$ cat src/rtl/riscv_cpu_pkg.sv
// Shared CPU definitions: fetch FSM states and fetch-related constants.
package riscv_cpu_pkg;

    // Instruction-fetch controller states
    typedef enum logic [1:0] {
        BOOT    = 2'd0,
        REQ     = 2'd1,
        WAIT    = 2'd2,
        DISCARD = 2'd3
    } fetch_state_e;

    // addi x0, x0, 0
    localparam logic [31:0] NOP_INSTR         = 32'h0000_0013;
    localparam logic [31:0] DEFAULT_BOOT_ADDR = 32'h0000_0000;

    // Force an address onto a 32-bit instruction boundary
    function automatic logic [31:0] word_align(input logic [31:0] addr);
        return {addr[31:2], 2'b00};
    endfunction

endpackage

$ cat src/rtl/if_fetch_ctl.sv
// Instruction-fetch controller: owns the fetch PC, keeps one request in flight
// on the req/gnt/rvalid instruction bus, feeds IF/ID and handles branch redirects.
module if_fetch_ctl
    import riscv_cpu_pkg::*;
#(
    parameter logic [31:0] BOOT_ADDR = DEFAULT_BOOT_ADDR
) (
    input  logic        clk_i,
    input  logic        rst_ni,
    input  logic        branch_taken_i,
    input  logic [31:0] branch_target_i,
    input  logic        stall_i,
    output logic        instr_req_o,
    output logic [31:0] instr_addr_o,
    input  logic        instr_gnt_i,
    input  logic        instr_rvalid_i,
    input  logic [31:0] instr_rdata_i,
    output logic        instr_valid_o,
    output logic [31:0] instr_o,
    output logic [31:0] pc_o,
    output logic        flush_o
);

    fetch_state_e state_reg;
    fetch_state_e state_next;
    logic [31:0]  fetch_pc_reg;
    logic [31:0]  fetch_pc_next;
    logic         valid_reg;
    logic         valid_next;
    logic [31:0]  instr_reg;
    logic [31:0]  instr_next;
    logic [31:0]  pc_reg;
    logic [31:0]  pc_next;

    logic         out_free;
    logic         req_fire;
    logic         rsp_accept;

    // Request gating, handshake qualifiers and the combinational flush
    always_comb begin
        // A new request is only issued if its response is guaranteed a free
        // output register; that keeps the datapath free of any skid buffer.
        out_free     = !valid_reg || !stall_i;
        instr_req_o  = (state_reg == REQ) && out_free;
        instr_addr_o = fetch_pc_reg;
        req_fire     = instr_req_o && instr_gnt_i;
        rsp_accept   = (state_reg == WAIT) && instr_rvalid_i;
        flush_o      = branch_taken_i;
    end

    // Next-state logic, including redirect handling per current state
    always_comb begin
        state_next = state_reg;
        unique case (state_reg)
            BOOT: begin
                state_next = REQ;
            end
            REQ: begin
                // A granted request that is being redirected still owes a response
                if (req_fire) begin
                    state_next = branch_taken_i ? DISCARD : WAIT;
                end
            end
            WAIT: begin
                if (instr_rvalid_i) begin
                    state_next = REQ;
                end else if (branch_taken_i) begin
                    state_next = DISCARD;
                end
            end
            DISCARD: begin
                if (instr_rvalid_i) begin
                    state_next = REQ;
                end
            end
            default: begin
                state_next = BOOT;
            end
        endcase
    end

    // Fetch PC and output-register next values; redirect beats stall
    always_comb begin
        fetch_pc_next = fetch_pc_reg;
        valid_next    = valid_reg;
        instr_next    = instr_reg;
        pc_next       = pc_reg;
        if (branch_taken_i) begin
            fetch_pc_next = word_align(branch_target_i);
            valid_next    = 1'b0;
        end else if (rsp_accept) begin
            // 32-bit add wraps 0xFFFF_FFFC back to 0
            fetch_pc_next = fetch_pc_reg + 32'd4;
            valid_next    = 1'b1;
            instr_next    = instr_rdata_i;
            pc_next       = fetch_pc_reg;
        end else if (!stall_i) begin
            valid_next    = 1'b0;
        end
    end

    // State, PC and output registers; reset aborts any transaction at once
    always_ff @(posedge clk_i or negedge rst_ni) begin
        if (!rst_ni) begin
            state_reg    <= BOOT;
            fetch_pc_reg <= BOOT_ADDR;
            valid_reg    <= 1'b0;
            instr_reg    <= NOP_INSTR;
            pc_reg       <= BOOT_ADDR;
        end else begin
            state_reg    <= state_next;
            fetch_pc_reg <= fetch_pc_next;
            valid_reg    <= valid_next;
            instr_reg    <= instr_next;
            pc_reg       <= pc_next;
        end
    end

    assign instr_valid_o = valid_reg;
    assign instr_o       = instr_reg;
    assign pc_o          = pc_reg;

endmodule

$ cat config.mk
export PLATFORM = sky130hd
export DESIGN_NAME = if_fetch_ctl
export DESIGN_NICKNAME = d
export VERILOG_FILES = /design/src/rtl/riscv_cpu_pkg.sv /design/src/rtl/if_fetch_ctl.sv
export SDC_FILE = /design/constraint.sdc
export NUM_CORES = 1
export LEC_CHECK = 0
export CORE_UTILIZATION = 43
export DETAILED_ROUTE_END_ITERATION = 8
export GPL_TIMING_DRIVEN = 0
export HOLD_SLACK_MARGIN = 0.03
export PLACE_DENSITY_LB_ADDON = 0.25
export SLEW_MARGIN = 30
export SYNTH_ARGS = -nofsm -noshare
export SYNTH_HDL_FRONTEND = slang
export SYNTH_SLANG_ARGS = --single-unit
$ cat constraint.sdc
create_clock -name clk_i -period 2.5 [get_ports clk_i]
set_input_delay 0.5 -clock clk_i [delete_from_list [all_inputs] [get_ports clk_i]]
set_output_delay 0.5 -clock clk_i [all_outputs]
set_load 0.02 [all_outputs]
== Word-level counts from Yosys, hierarchy flattened ==
Cells that the tools add are included.

* Add/subtract/negate cells: 1
* Eq/ne operators: 7
* Multiplexer cells: 11
* Bitwise logic cells: 1
* Reductions and logical operators: 10

{| class="wikitable"
|+ Operators with widths
! kind !! count
|-
| $mux W32 || 2
|-
| $add A32 B3 Y32 const B || 1
|-
| $mux W2 || 4
|-
| $pmux W2 S4 || 1
|-
| $eq A2 B2 Y1 const B || 2
|-
| $mux W1 || 4
|-
| $ne A2 B2 Y1 const B || 2
|-
| $logic_and A1 B1 Y1 || 3
|-
| $ne A3 B2 Y1 const B || 1
|-
| $ne A3 B3 Y1 const B || 1
|-
| $reduce_and A3 Y1 || 1
|-
| $eq A2 B1 Y1 const B || 1
|-
| $logic_not A1 Y1 || 2
|-
| $logic_not A2 Y1 || 1
|-
| $reduce_and A2 Y1 || 1
|-
| $reduce_bool A2 Y1 || 1
|-
| $logic_or A1 B1 Y1 || 1
|-
| $not A1 Y1 || 1
|}

* Bits in registers: 99
* Bits of input ports: 70
* Output and inout port bits: 99
* Logic and storage cells: 35

== Depth between registers and ports, before layout ==
* Depth in word-level cells: 6
* Mapped depth: 8
* Depth with buffers taken out: 7

== Worst setup path after synthesis ==
No wires, ideal clock.

* Path kind: flip-flop to flip-flop
* From: register state_reg[0]
* To: register fetch_pc_reg[28] (netlist: instr_addr_o[28])
* Arrival time: 1685 ps
* Setup slack: 687 ps
* Cell stages (with the launch flop): 8
* Path buffers: 0
* Period minus slack after synthesis: 1813 ps
* Path through: dfrtp_1 > inv_1 > ha_1 > nand3_4 > nor4_4 > nand4_1 > xor2_1 > o21ai_2

* Longest elaborated chain between the ends: 3

{| class="wikitable"
|+ RTL lines
! what !! line !! RTL
|-
| from (decl) || if_fetch_ctl.sv:24 || <nowiki>fetch_state_e state_reg;</nowiki>
|-
| from (signal assigned) || if_fetch_ctl.sv:111 || <nowiki>state_reg <= state_next;</nowiki>
|-
| $eq A2 B2 Y1 || if_fetch_ctl.sv:47 || <nowiki>rsp_accept = (state_reg == WAIT) && instr_rvalid_i;</nowiki>
|-
| $logic_and A1 B1 Y1 || if_fetch_ctl.sv:47 ||
|-
| $reduce_bool A2 Y1 (no source line) || - ||
|-
| to (signal assigned) || if_fetch_ctl.sv:112 || <nowiki>fetch_pc_reg <= fetch_pc_next;</nowiki>
|-
| to (decl) || if_fetch_ctl.sv:26 || <nowiki>logic [31:0] fetch_pc_reg;</nowiki>
|}

Every way passes these cells.
A chain may end at the register's enable or synchronous reset.

== Worst setup path after layout ==
* From: register state_reg[1]
* To: output instr_req_o

* Longest elaborated chain between the ends: 2

{| class="wikitable"
|+ RTL lines
! what !! line !! RTL
|-
| $eq A2 B1 Y1 || if_fetch_ctl.sv:44 || <nowiki>instr_req_o = (state_reg == REQ) && out_free;</nowiki>
|-
| $logic_and A1 B1 Y1 || if_fetch_ctl.sv:44 ||
|-
| to (decl) || if_fetch_ctl.sv:13 || <nowiki>output logic instr_req_o,</nowiki>
|}

Every way passes these cells.

==> results.md <==
* Die X-Extent at about 100 µm
* Layout cell share with drive strength beyond 1 at 18.39%
* Syn-to-layout area delta at 47.14%
* DRC errors left at 0
* WS Path Type: reg2out
* Area share of the largest cell type after synthesis at around 55%
* Post-Route WL at around 11 mm
* Clk Tree Root Cell: clkbuf_8
* Rows at 35
* Max H-tree Level at 3
* Worst EP arrival at 1.82 ns
* Crit path capture type: primary output
* Setup TNS at 0 ns
* Synth cell types at 30
* Final-report setup violation count at 0
* Worst setup SP type: flip-flop
* Final hold violation count at 0
* Top cells by area, synth: dfrtp_1, mux2_2, xor2_1
* Num CTS Buffers at 9
* Synth warn at 0
* DR iter-0 viols at 110
* Max_slew headroom at 56.03%
* Drt wl/cell at 15.89 µm
* Initial antenna violation count at 0
* Leak pwr at between 2 and 3 nW
* Min-Delay Path Class: in2async
* Global-route wire length before repair at around 17 mm
* Post-Synthesis Cells at 352
* # IOs at 169
* Skew final at 0.01831 ns
* Fillers at 775
* CTS resizes at 0
* Peak supply drop at 0.5881 mV
* Post-detail-place hpwl at 7.922 mm
* N_diodes at 0
* Nets at 602
* Final period utilization at a little over 90%
* Vias per cell at 5.036
* Remaining Overflow, GRT at 0
* Hold_buf cts at 0
* PortBufs at between 150 and 200
* Sequential-to-total area share from yosys stat at 56.42%
* # Max-Cap Violations at 0
* Max FFs per register at 32
* CTS tree: built
* Flop and latch count out of synthesis at 95
* Clk sinks at 95
* Syn Area/Cell at 11.99 µm²
* Critical path peak fanout at 4
* Pwr dens at about 1000 nW/µm²
* First-pass DRT Iterations at 4
* GPL Wtd Cong at a little under 0.8
* Starting density of the core at 45.03%
* Worst Path Required at 2.00 ns
* Antenna Violating Nets Remaining at 0
* Post-layout util at approximately 66%
* Worst reg2reg setup slack at 0.31 ns
* Area of the die at 10220 µm²
* Worst-margin pin slew at between 0.6 and 0.7 ns
* CTS clock-pin slew for the worst setup and hold paths at 0.10 ns
* Status: finished, final reports clean
* Post-Syn Area at roughly 4200 µm²
* Max Slew Vio Count at 0
* Max clock buf depth at 2
* Final worst path period need at 2.322 ns
* Worst skew pair latency at 0.36 ns
* Gr usage total at between 20% and 30%
* Commonest cells after routing, fill and taps aside: clkdlybuf4s50_1, dfrtp_1, mux2_2
* Core area at 9371 µm²
* Die H at 101.1 µm
* RSZ-0062 raised after global routing: false
* Largest area contributor in the netlist: dfrtp_1
* Setup Fix Bufs, Post-CTS at 0
* Routed vias at 3334
* Largest net degree at the start of global routing at 54
* Number of global-route vias before repair at 3436
* Fmax at ~430 MHz
* Commonest non-fill, non-tap cell in the layout: clkdlybuf4s50_1
worst paths after layout:
check | from | to | depth (start not counted)
max | state_reg[1] | instr_req_o | 4
min | rst_ni | pc_o[11] | 1
max reg2reg | state_reg[0] | instr_addr_o[28] | 7
min reg2reg | pc_o[4] | pc_o[4] | 2
max in group asynchronous | rst_ni | instr_o[4] | 2
min in group clk_i | pc_o[4] | pc_o[4] | 2
report_power, final:
| group | total (mW) | internal (mW) | leakage, nW | switching, mW |
|---|---|---|---|---|
| Sequential | 2.44 | 2.11 | 1.18 | 0.334 |
| Clock | 0.950 | 0.394 | 0.0792 | 0.555 |
| Combinational | 2.79 | 1.50 | 1.39 | 1.29 |
cell families (layout without fill, tap and decap cells):
kind of cell               after synthesis  count (layout)  share of synthesized area [%]
muxes                                   62              62                          16.48
xor gates and xnor gates                28              28                          5.811
and+or+nand+nor                         92              92                          11.65
other                                    1               4                        0.08886
buffers and inverters                   30             208                          3.409
adders and majority gates                4               4                          1.186
DFF                                     95              95                          56.42
AOI/OAI and AO/OA                       40              40                          4.951
critical path, cell delays in order, from the launching register on:
cell and delay (ns):
dfrtp_1 0.42, inv_1 0.08, ha_1 0.21, and2_1 0.15, clkdlybuf4s50_1 0.61
stage by stage:
step | power [mW] | hold slack, ns | setup slack, ns | cells | area (µm²)
floorplan | 3.825 | 0.2044 | 0.6870 | 355 | 4232
global placement | 5.191 | 0.4648 | -2.619 | 645 | 6005
detailed placement | 5.291 | 0.4437 | 0.03131 | 646 | 6033
CTS | 6.239 | 0.04822 | 0.1841 | 662 | 6210
global route | 6.530 | 0.05586 | 0.09023 | 662 | 6210
finish | 6.185 | 0.03865 | 0.1780 | 662 | 6210
synthesized netlist by cell type (all sizes together):
cell type / number
dfstp: 3
nand2: 43
o211ai: 1
conb: 1
inv: 9
nor2: 6
and4: 1
a21oi: 4
a211oi: 1
xnor2: 5
nor2b: 1
xor2: 23
nand3: 15
dfrtp: 92
nand4: 15
mux2i: 2
ha: 4
clkbuf: 8
o21ai: 34
nor4: 5
mux2: 60
and3: 5
buf: 13
and2: 1
cell type report:
class                      count  area (µm²)  area share, %
buffer                        21       110.1          1.773
clock buffer                  12       145.1          2.337
clock inverter                 4       31.28         0.5037
inverter                       9       33.78         0.5440
multi-input combinational    230        1707          27.48
sequential                    95        2381          38.34
tap                          129       161.4          2.599
timing repair buffer         162        1640          26.42
per-layer routing:
layer	GRT usage [%]	wire (µm)	up-vias	part of all wire, %
li1	-	-	1558	-
met1	26.45	4362	1631	41
met2	35.58	5115	129	49
met3	7.212	877	16	8.3
met4	7.581	160	0	1.5
met5	0	0	-	0
No activity file was read; power rests on OpenSTA's default activity.
